### config.mk
export PLATFORM = sky130hd
export DESIGN_NAME = route_ring
export DESIGN_NICKNAME = d
export VERILOG_FILES = /design/src/rtl/route_ring.sv
export SDC_FILE = /design/constraint.sdc
export NUM_CORES = 1
export LEC_CHECK = 0
export ABC_CLOCK_PERIOD_IN_PS = 2130
export BUFFER_PORTS_ARGS = -buffer_cell sky130_fd_sc_hd__buf_4
export CORE_ASPECT_RATIO = 1.5
export CORE_MARGIN = 10
export CORE_UTILIZATION = 50
export CTS_CLUSTER_DIAMETER = 80
export CTS_CLUSTER_SIZE = 28
export DETAILED_ROUTE_END_ITERATION = 8
export PLACE_DENSITY = 0.86
export SETUP_SLACK_MARGIN = 0.4
export SYNTH_ARGS = -nofsm -noshare
export SYNTH_HDL_FRONTEND = slang
export SYNTH_SLANG_ARGS = --single-unit
### constraint.sdc
create_clock -name CLK -period 2.13 [get_ports CLK]
set_clock_uncertainty 0.15 [all_clocks]
set_input_delay 0.213 -clock CLK [delete_from_list [all_inputs] [get_ports CLK]]
set_output_delay 0.213 -clock CLK [all_outputs]
set_load 0.01 [all_outputs]
### src/rtl/route_ring.sv
// N-stage register ring with hold/rotate/LFSR/load modes, loop-integrity check and cycle counter.
// Optional parity output and rotate-mode parity check enabled by defining ROUTE_RING_PARITY_EN.
module route_ring #(
  parameter int                STAGES = 8,
  parameter logic [STAGES-1:0] SEED   = STAGES'(1),
  parameter logic [STAGES-1:0] TAPS   = STAGES'(8'hB8),
  parameter int                CNT_W  = 16
) (
  input  logic              CLK,
  input  logic              LSR,
  input  logic              en,
  input  logic [1:0]        mode,
  input  logic [STAGES-1:0] load_val,
  output logic [STAGES-1:0] q,
  output logic              period_ok,
  output logic              err,
`ifdef ROUTE_RING_PARITY_EN
  output logic              parity,
`endif
  output logic [CNT_W-1:0]  cycles
);

  localparam logic [1:0] M_HOLD = 2'd0;
  localparam logic [1:0] M_ROT  = 2'd1;
  localparam logic [1:0] M_LFSR = 2'd2;
  localparam logic [1:0] M_LOAD = 2'd3;

  localparam int              POS_W    = $clog2(STAGES);
  localparam logic [POS_W-1:0] POS_LAST = POS_W'(STAGES - 1);

  logic [STAGES-1:0] ref_q;
  logic [POS_W-1:0]  pos;
  logic [1:0]        prev_mode;

  logic [STAGES-1:0] q_next;
  logic              lockup;
  logic              mode_chg;
  logic              rot_steady;
  logic              rot_chk;
  logic              period_hit;

  always_comb begin
    q_next = q;
    lockup = 1'b0;
    case (mode)
      M_ROT:  q_next = {q[STAGES-2:0], q[STAGES-1]};
      M_LFSR: begin
        // An all-zero LFSR would never leave zero; reseed and flag it.
        if (q == '0) begin
          q_next = SEED;
          lockup = 1'b1;
        end else begin
          q_next = {q[STAGES-2:0], ^(q & TAPS)};
        end
      end
      M_LOAD: q_next = load_val;
      default: q_next = q;
    endcase
  end

  assign mode_chg   = (mode != prev_mode);
  assign rot_steady = (mode == M_ROT) && !mode_chg;
  assign rot_chk    = rot_steady && (pos == POS_LAST);
  assign period_hit = rot_chk && (q_next == ref_q);

`ifdef ROUTE_RING_PARITY_EN
  logic par_next;
  logic par_err;
  assign par_next = ^q_next;
  assign par_err  = rot_steady && (par_next != parity);
`endif

  always_ff @(posedge CLK) begin
    if (LSR) begin
      q         <= SEED;
      ref_q     <= SEED;
      pos       <= '0;
      prev_mode <= M_HOLD;
      period_ok <= 1'b0;
      err       <= 1'b0;
      cycles    <= '0;
`ifdef ROUTE_RING_PARITY_EN
      parity    <= ^SEED;
`endif
    end else begin
      period_ok <= 1'b0;
      if (en) begin
        q         <= q_next;
        prev_mode <= mode;
        if (cycles != '1) cycles <= cycles + 1'b1;
        if (mode == M_LOAD) begin
          ref_q <= load_val;
          pos   <= '0;
        end else if (mode_chg) begin
          // Entering rotate: this cycle's rotate is the first one counted against ref_q.
          ref_q <= q;
          pos   <= (mode == M_ROT) ? POS_W'(1) : '0;
        end else if (mode == M_ROT) begin
          pos <= (pos == POS_LAST) ? '0 : pos + 1'b1;
          if (rot_chk) begin
            period_ok <= period_hit;
            if (!period_hit) err <= 1'b1;
          end
        end
        if (lockup) err <= 1'b1;
`ifdef ROUTE_RING_PARITY_EN
        parity <= par_next;
        if (par_err) err <= 1'b1;
`endif
      end
    end
  end

endmodule

==> results of run 1 <==
-- flip-flops by register name, summed over array words and instances, names as in the netlist --
name,cells
err,1
ref_q,8
cycles,16
pos,3
period_ok,1
prev_mode,2
q,8
-- layer usage --
| layer | global-route usage [%] | part of all wire (%) | vias up |
|---|---|---|---|
| li1 | - | - | 1045 |
| met1 | 19.78 | 36 | 1094 |
| met2 | 31.39 | 52 | 105 |
| met3 | 5.075 | 7.8 | 27 |
| met4 | 9.384 | 3.4 | 0 |
| met5 | 0 | 0 | - |
-- power by group through the flow --
stage | Combinational [mW] | Sequential (mW) | Clock (mW)
global route | 0.466 | 0.785 | 0.801
global placement | 0.355 | 0.796 | 0
floorplan | 0.219 | 0.809 | 0
detailed placement | 0.364 | 0.797 | 0
finish | 0.434 | 0.782 | 0.752
CTS | 0.388 | 0.781 | 0.766
-- layout by cell type, fill, tap and decap left out, types with 3 or more instances in the layout --
cell type	n
a21oi_1	10
a311oi_1	7
buf_4	72
buf_6	5
clkbuf_8	5
dfxtp_1	21
dfxtp_2	5
dfxtp_4	13
inv_1	7
mux2i_1	6
nand2_1	22
nand3_1	14
nand4_1	4
nor2_1	35
nor2_2	3
nor3_1	4
o21ai_0	9
o22ai_1	4
xnor2_1	13
xnor2_2	3
xor2_1	11
-- what timing repair did --
action / 4_1_cts / 5_1_grt
buffers inserted: 13 / 6
gates resized for setup: 20 / 23
pin swaps: 15 / 24
setup endpoints to repair: 19 / 27
-- worst max-delay path: cells and delay by family (launching register included) --
kind	cells	cell delay, ps
and+or+nand+nor	4	950
xor gates and xnor gates	1	200
DFF	1	370
buffers and inverters	1	40
AOI/OAI and AO/OA	1	400
adders and majority gates	1	140
-- worst max-delay path by stage --
stage | end | from
6_report | period_ok | q[5]
5_1_grt | period_ok | q[5]
4_1_cts | period_ok | q[5]
3_5_place_dp | period_ok | q[5]
3_3_place_gp | period_ok | q[5]
2_1_floorplan | period_ok | q[5]
-- through the flow --
stage / power (mW) / utilization (%) / setup WS (ps)
after detailed placement: 1.161 / 65.16 / -128.0
after global placement: 1.151 / 65.16 / -81.31
final: 1.968 / 77.01 / -185.7
after CTS: 1.935 / 73.03 / -142.8
after global routing: 2.053 / 77.01 / -292.0
after floorplan: 1.028 / - / -93.01
-- cell type report --
type | count | area (µm²)
Clock inverter | 3 | 67.56
Timing Repair Buffer | 77 | 596.8
Fill cell | 267 | 918.4
Sequential cell | 39 | 835.8
Tap cell | 45 | 56.30
Clock buffer | 5 | 68.82
Inverter | 9 | 38.79
Multi-Input combinational cell | 193 | 1411
-- cells by family after synthesis --
kind of cell	after synthesis	synth area share (%)
compound gates	51	16.74
xor+xnor	27	11.30
fa+ha+maj	4	2.391
buf+inv	23	5.439
flops	39	37.30
mux	6	2.869
simple gates	105	23.97
==> metrics.txt, run 1 <==
max incr delay on CP about 520 ps; die height between 90 and 100 µm; H-Tree Depth 2; Row Count 28; slowest cell on the critical path or4_4; clk sinks 39; 1st-pass router iterations 4; GRT Total Usage 18.35%; fin crit share 108.7%; Detailed Route Iter0 Violations about 230; Primary FF master, synth dfxtp_1; synth-to-layout area growth 46.92%; hold crit path type input pin to flip-flop; post-route ant nets 0; clock power share about two fifths; PD cells between 600 and 700 nW/µm²; final instance area just over 3000 µm²; crit start category flip-flop; Clock Path Buffers 2; synthesized area per cell around 8.2 µm²; die span in x about 73 µm; DP HPWL approximately 4.3 mm; kind of end point of the critical path flip-flop; max-slew violations 0; Crit Reg-Reg Startpoint q[5]; Inst Count DP about 340; Core Box Area 3994 µm²; grt ovf 0; Reg2Reg Depth 8; status finished, violations left; share of total power in combinational logic about 22%; top area cells in the synthesized netlist dfxtp_1, nor2_1, xnor2_1; Hold Buf Count CTS 0; Placed Area about 2600 µm²; top cell type's share of synthesized area between 30% and 40%; Final setup viols 1; LEAKAGE ~1.3 nW; critical path arrival approximately 2400 ps; first-pass GRT wire length between 10 and 15 mm; Int Power roughly 1.4 mW; switching portion of total power between 20 and 30%; min Tclk post-route between 2000 and 2500 ps; Synth Net Count between 200 and 300; setup_tns -185.7 ps; critical path type flip-flop to flip-flop; max_slew headroom ~71%; worst-margin pin slew between 400 and 500 ps; Layout Cells excl Fill between 300 and 400; # IOs 39; largest net degree at the start of global routing 35; violated checks setup timing; Ant. Diodes 0; initial core utilization 52.41%; #FFs+latches synth 39; drc violations 0; hold path depth 3; number of enable flip-flop cells after synthesis 0; share of cells above drive strength 1 around 42%; CTS Root Cell clkbuf_8; Syn. warnings 0; via/cell ratio between 6 and 7; worst-path fanout max 2; clk_lat worst skew 300 ps; GPL Wtd Cong between 0.8 and 0.9; f_max between 0.4 and 0.5 GHz; Seq/Total Area, Yosys a little under two fifths; Worst Hold Launch load_val[4]; Hold EP ref_q[4]; Synth Instances between 200 and 300; Flop pwr share between 30% and 40%; post-synth cell types 47; switching power 0.5502 mW; vias in the first global route about 2300; TritonCTS clock tree done; initial antenna violation count 0; WL per Instance roughly 19 µm; FFs w/ async S/R, synth 0%; Hold WS roughly 70 ps; final WL between 7 and 8 mm; FF-to-FF setup slack -190 ps; Final #Nets around 340; clock transition at the registers of the reported paths 90 ps; CP cell instances inv_4, ha_4, nor4b_4, and2_1, o41ai_4, xnor2_1, or4_4, nor3_2; RSZ-0062 raised after global routing true; PortBufs 38; R2R Path End period_ok; Hold Vio Cnt, Final 0; setup ws final -185.7 ps; Synth Cell Area approximately 2100 µm²; Peak VDD IR just over 800 µV; vias 2271; Synth top cells by count dfxtp_1, nor2_1, nand2_1, nand3_1, xnor2_1; CTS buffer count 5; total of max-cap violations 0; Yosys top cell by area dfxtp_1; CP Data Required Time between 2000 and 2500 ps; die area 7228 µm²
Power figures use the tool's default switching activity.
==> run 2, diff against run 1 <==
--- a/config.mk
+++ b/config.mk
@@ -5,15 +5,16 @@
 export SDC_FILE = /design/constraint.sdc
 export NUM_CORES = 1
 export LEC_CHECK = 0
-export ABC_CLOCK_PERIOD_IN_PS = 2130
+export ABC_CLOCK_PERIOD_IN_PS = 2300
 export BUFFER_PORTS_ARGS = -buffer_cell sky130_fd_sc_hd__buf_4
+export CAP_MARGIN = 30
 export CORE_ASPECT_RATIO = 1.5
 export CORE_MARGIN = 10
-export CORE_UTILIZATION = 50
+export CORE_UTILIZATION = 55
 export CTS_CLUSTER_DIAMETER = 80
 export CTS_CLUSTER_SIZE = 28
 export DETAILED_ROUTE_END_ITERATION = 8
-export PLACE_DENSITY = 0.86
+export PLACE_DENSITY = 0.79
 export SETUP_SLACK_MARGIN = 0.4
 export SYNTH_ARGS = -nofsm -noshare
 export SYNTH_HDL_FRONTEND = slang
==> constraint.sdc (replaced) <==
create_clock -name CLK -period 2.3 [get_ports CLK]
set_clock_uncertainty 0.15 [all_clocks]
set_input_delay 0.23 -clock CLK [delete_from_list [all_inputs] [get_ports CLK]]
set_output_delay 0.23 -clock CLK [all_outputs]
set_load 0.01 [all_outputs]
==> metrics.txt, run 2 (synthesized netlist as in run 1, its figures left out) <==
CP Data Required Time 2370 ps (was 2210 ps); Hold WS 88.18 ps (was 71.86 ps); clk sinks 39 (unchanged); f_max 0.4562 GHz (was 0.4318 GHz); Reg with most FFs cycles (unchanged); kind of end point of the critical path flip-flop (unchanged); clk_lat worst skew 290 ps (was 300 ps); Worst Hold Launch load_val[6] (was load_val[4]); via/cell ratio 6.006 (was 6.121); buffer and inverter count on the worst path 2 (was 1); Crit Reg-Reg Startpoint q[4] (was q[5]); TritonCTS clock tree done (unchanged); most common cell after layout, fill and taps aside buf_4 (unchanged); Core Box Area 3682 µm² (was 3994 µm²); RSZ-0062 raised after global routing true (unchanged); Largest regs cycles (16), q (8), ref_q (8) (unchanged); Hold Vio Cnt, Final 0 (unchanged); clock transition at the registers of the reported paths 80 ps (was 90 ps); 1st-pass router iterations 7 (was 4); WL per Instance 17.14 µm (was 18.97 µm); drc violations 0 (unchanged); post-route ant nets 0 (unchanged); die area 6724 µm² (was 7228 µm²); fin crit share 95.30% (was 108.7%); die height 95.56 µm (was 99.25 µm); # IOs 39 (unchanged); DP HPWL 4.043 mm (was 4.280 mm); commonest non-fill, non-tap cells in the layout buf_4, nor2_1, dfxtp_1 (was buf_4, nor2_1, nand2_1); Flop pwr share 44.0% (was 39.7%); post-layout util 76.62% (was 77.01%); Worst Setup SP q[4] (was q[5]); Int Power 1.189 mW (was 1.417 mW); initial antenna violation count 0 (unchanged); largest net degree at the start of global routing 35 (unchanged); FF/Latch Area 809.5 µm² (was 835.8 µm²); Clock Path Buffers 2 (unchanged); Detailed Route Iter0 Violations 273 (was 232); critical path arrival 2260 ps (was 2400 ps); Peak VDD IR 542.4 µV (was 828.4 µV); hold crit path type input pin to flip-flop (unchanged); worst-path fanout max 5 (was 2); Final #Nets 327 (was 342); CTS Root Cell clkbuf_8 (unchanged); grt ovf 0 (unchanged); PortBufs 38 (unchanged); Fillers 268 (was 267); Worst path top cell family by delay simple AND/OR/NAND/NOR gates (unchanged); H-Tree Depth 2 (unchanged); max incr delay on CP 510 ps (was 520 ps); crit start category flip-flop (unchanged); PD cells 590.2 nW/µm² (was 639.8 nW/µm²); area of the multi-input gates 1338 µm² (was 1411 µm²); share of cells above drive strength 1 34.08% (was 42.02%); post-place setup slack 15.99 ps (was -128.0 ps); CTS buffer count 5 (unchanged); switching power 0.4768 mW (was 0.5502 mW); GRT Total Usage 16.46% (was 18.35%); Row Count 27 (was 28); Hold Buf Count CTS 0 (unchanged); die span in x 70.37 µm (was 72.83 µm); GPL Wtd Cong 0.8140 (was 0.8972); Largest register FFs 16 (unchanged); Ant. Diodes 0 (unchanged); vias 2126 (was 2271); Design Power 1.665 mW (was 1.968 mW); setup ws final 108.2 ps (was -185.7 ps); synth-to-layout area growth 34.79% (was 46.92%); final WL 6.067 mm (was 7.038 mm); status finished, final reports clean (was finished, violations left); max-slew violations 0 (unchanged); slowest cell on the critical path or4_4 (unchanged); Final setup viols 0 (was 1); first-pass GRT wire length 9.232 mm (was 10.91 mm); max_slew headroom 65.65% (was 70.53%); vias in the first global route 2006 (was 2346); share of total power in combinational logic 22.7% (was 22.0%); total of max-cap violations 0 (unchanged); clock power share 33.3% (was 38.2%); switching portion of total power 28.63% (was 27.96%); initial core utilization 56.85% (was 52.41%); worst-margin pin slew 510.9 ps (was 442.0 ps); critical path type flip-flop to flip-flop (unchanged); CP cell instances inv_4, ha_4, nor4b_4, a21boi_2, a222oi_1, buf_4, xnor2_2, or4_4, nor3_2 (was inv_4, ha_4, nor4b_4, and2_1, o41ai_4, xnor2_1, or4_4, nor3_2); min Tclk post-route 2192 ps (was 2316 ps); LEAKAGE 1.163 nW (was 1.288 nW)
[run 2: worst paths after layout]
path	depth (start not counted)	slack [ps]	endpoint
max reg2reg	9	110	period_ok
min reg2reg	2	370	ref_q[4]
min	3	90	ref_q[6]
max	9	110	period_ok
[run 2: power groups by stage]
stage	sequential [mW]	clock, mW	combinational [mW]
final	0.734	0.554	0.378
after global routing	0.737	0.587	0.408
after CTS	0.737	0.562	0.331
after detailed placement	0.751	0	0.318
after global placement	0.750	0	0.310
after floorplan	0.757	0	0.202
[run 2: metal layers]
| layer | global-route usage (%) | up-vias | wire length (µm) |
|---|---|---|---|
| li1 | - | 1013 | - |
| met1 | 17.04 | 995 | 2322 |
| met2 | 30.48 | 98 | 3208 |
| met3 | 4.366 | 20 | 383 |
| met4 | 6.931 | 0 | 153 |
| met5 | 0 | - | 0 |
[run 2: per-stage QoR]
stage / cells / setup TNS (ps) / instance area (µm²)
2_1_floorplan: 255 / 0 / 2127
3_3_place_gp: 337 / 0 / 2499
3_5_place_dp: 337 / 0 / 2499
4_1_cts: 348 / 0 / 2664
5_1_grt: 354 / -7.834 / 2821
6_report: 354 / 0 / 2821
[run 2: final cells by class]
class / instances / area share, %
timing repair buffer: 62 / 16.63
multi-input combinational: 193 / 47.41
inverter: 9 / 1.375
clock buffer: 7 / 3.814
clock inverter: 1 / 0.1774
sequential: 39 / 28.69
tap: 43 / 1.907
[run 2: timing repair]
item	CTS	global route
endpoints found under the setup margin	7	14
gates resized for setup	9	28
pin swaps	7	20
buffers inserted	3	6
hold endpoints to repair	0	0
[run 2: worst min-delay path, stage by stage]
cell      delay (ps)
buf_4            110
nand3_1           70
a311oi_1          80
==> run 3, diff against run 2 <==
--- a/config.mk
+++ b/config.mk
@@ -8,13 +8,14 @@
 export ABC_CLOCK_PERIOD_IN_PS = 2300
 export BUFFER_PORTS_ARGS = -buffer_cell sky130_fd_sc_hd__buf_4
 export CAP_MARGIN = 30
-export CORE_ASPECT_RATIO = 1.5
+export CELL_PAD_IN_SITES_DETAIL_PLACEMENT = 0
+export CELL_PAD_IN_SITES_GLOBAL_PLACEMENT = 1
 export CORE_MARGIN = 10
-export CORE_UTILIZATION = 55
+export CORE_UTILIZATION = 40
 export CTS_CLUSTER_DIAMETER = 80
-export CTS_CLUSTER_SIZE = 28
+export CTS_CLUSTER_SIZE = 25
 export DETAILED_ROUTE_END_ITERATION = 8
-export PLACE_DENSITY = 0.79
+export PLACE_DENSITY_LB_ADDON = 0.1
 export SETUP_SLACK_MARGIN = 0.4
 export SYNTH_ARGS = -nofsm -noshare
 export SYNTH_HDL_FRONTEND = slang
==> metrics.txt, run 3 (synthesized netlist as in run 1, its figures left out) <==
# IOs 39 (unchanged); max-slew violations 0 (unchanged); Largest regs cycles (16), q (8), ref_q (8) (unchanged); post-place setup slack 23.42 ps (was 15.99 ps); drc violations 0 (unchanged); clk sinks 39 (unchanged); PortBufs 38 (unchanged); H-Tree Depth 2 (unchanged); status finished, final reports clean (unchanged); final WL 5.946 mm (was 6.067 mm); share of cells above drive strength 1 34.42% (was 34.08%); initial core utilization 40.98% (was 56.85%); setup ws final 52.12 ps (was 108.2 ps); synth-to-layout area growth 34.43% (was 34.79%); slowest cell on the critical path or4_1 (was or4_4); Hold Buf Count CTS 0 (unchanged); die area 8527 µm² (was 6724 µm²); Largest register FFs 16 (unchanged); vias in the first global route 1946 (was 2006); 1st-pass router iterations 4 (was 7); total of max-cap violations 0 (unchanged); WL per Instance 15.73 µm (was 17.14 µm); RSZ-0062 raised after global routing true (unchanged); critical path arrival 2340 ps (was 2260 ps); Final #Nets 324 (was 327); CP cell instances inv_4, ha_4, nor4b_4, a21boi_2, buf_4, a221oi_4, xnor2_2, or4_1, nor3_2 (was inv_4, ha_4, nor4b_4, a21boi_2, a222oi_1, buf_4, xnor2_2, or4_4, nor3_2); hold crit path type input pin to flip-flop (unchanged); first-pass GRT wire length 9.611 mm (was 9.232 mm); CTS buffer count 5 (unchanged); post-route ant nets 0 (unchanged); GRT Total Usage 13.74% (was 16.46%); max incr delay on CP 430 ps (was 510 ps); Detailed Route Iter0 Violations 197 (was 273); f_max 0.4449 GHz (was 0.4562 GHz); initial antenna violation count 0 (unchanged); Core Box Area 5107 µm² (was 3682 µm²); clock transition at the registers of the reported paths 90 ps (was 80 ps); kind of end point of the critical path flip-flop (unchanged); worst-path fanout max 3 (was 5); LEAKAGE 1.128 nW (was 1.163 nW); die span in x 92.34 µm (was 70.37 µm); CP Data Required Time 2390 ps (was 2370 ps); Hold Vio Cnt, Final 0 (unchanged); largest net degree at the start of global routing 35 (unchanged); final instance area 2814 µm² (was 2821 µm²); worst-margin pin slew 472.8 ps (was 510.9 ps); clk_lat worst skew 310 ps (was 290 ps); PD cells 565.2 nW/µm² (was 590.2 nW/µm²); TritonCTS clock tree done (unchanged); Ant. Diodes 0 (unchanged); die height 92.34 µm (was 95.56 µm); Row Count 26 (was 27); vias 2022 (was 2126); DP HPWL 4.053 mm (was 4.043 mm); commonest non-fill, non-tap cells in the layout buf_4, nor2_1, dfxtp_1 (unchanged); min Tclk post-route 2248 ps (was 2192 ps); GPL Wtd Cong 0.7910 (was 0.8140); buffer and inverter count on the worst path 2 (unchanged); grt ovf 0 (unchanged); Worst path top cell family by delay simple AND/OR/NAND/NOR gates (unchanged); most common cell after layout, fill and taps aside buf_4 (unchanged); critical path type flip-flop to flip-flop (unchanged); fin crit share 97.73% (was 95.30%); post-layout util 55.10% (was 76.62%); Hold WS 79.12 ps (was 88.18 ps); CTS Root Cell clkbuf_8 (unchanged); Reg with most FFs cycles (unchanged); max_slew headroom 68.21% (was 65.65%); via/cell ratio 5.349 (was 6.006); Final setup viols 0 (unchanged); Design Power 1.590 mW (was 1.665 mW); Peak VDD IR 290.7 µV (was 542.4 µV); crit start category flip-flop (unchanged); Placed Area 2525 µm² (was 2499 µm²); Clock Path Buffers 2 (unchanged)
[run 3: cell types whose count changed in the layout (fill, tap and decap cells not counted), sizes merged]
cell | before | now
clkbuf | 7 | 5
clkinvlp | 0 | 1
buf | 62 | 59
inv | 9 | 10
[run 3: worst min-delay path, stage by stage]
cell and delay (ps):
buf_4 110, nand3_1 70, a311oi_1 80
[run 3: timing repair]
item,CTS,global route
resized for setup,11,27
pin swaps,5,16
buffers inserted,2,5
endpoints found under the setup margin,12,14
[run 3: where the power goes]
part / total, mW / leakage, nW / internal [mW] / switching [mW]
sequential: 0.735 / 0.327 / 0.703 / 0.0330
clock: 0.490 / 0.0445 / 0.212 / 0.278
combinational: 0.365 / 0.757 / 0.174 / 0.191
[run 3: final cells by class]
| class | count | area (µm²) |
|---|---|---|
| clock buffer | 5 | 68.82 |
| clock inverter | 3 | 18.77 |
| fill | 493 | 2293 |
| inverter | 9 | 38.79 |
| multi-input combinational | 193 | 1345 |
| sequential | 39 | 812.0 |
| tap | 70 | 87.58 |
| timing repair buffer | 59 | 442.9 |
[run 3: metal layers]
layer	global-route usage (%)	wire [µm]	vias up
li1	-	-	1008
met1	18.10	2804	954
met2	20.53	2682	49
met3	4.116	332	11
met4	5.398	127	0
met5	0	0	-
[run 3: worst paths after layout]
kind | end | slack, ps | startpoint | cells past startpoint
min | ref_q[6] | 80 | load_val[6] | 3
max reg2reg | period_ok | 50 | q[4] | 9
min reg2reg | prev_mode[0] | 350 | prev_mode[0] | 2
max | period_ok | 50 | q[4] | 9
[run 3: through the flow]
| stage | setup TNS, ps | instances |
|---|---|---|
| final | 0 | 378 |
| after global placement | 0 | 363 |
| after floorplan | 0 | 255 |
| after CTS | 0 | 373 |
| after global routing | -75.15 | 378 |
| after detailed placement | 0 | 363 |
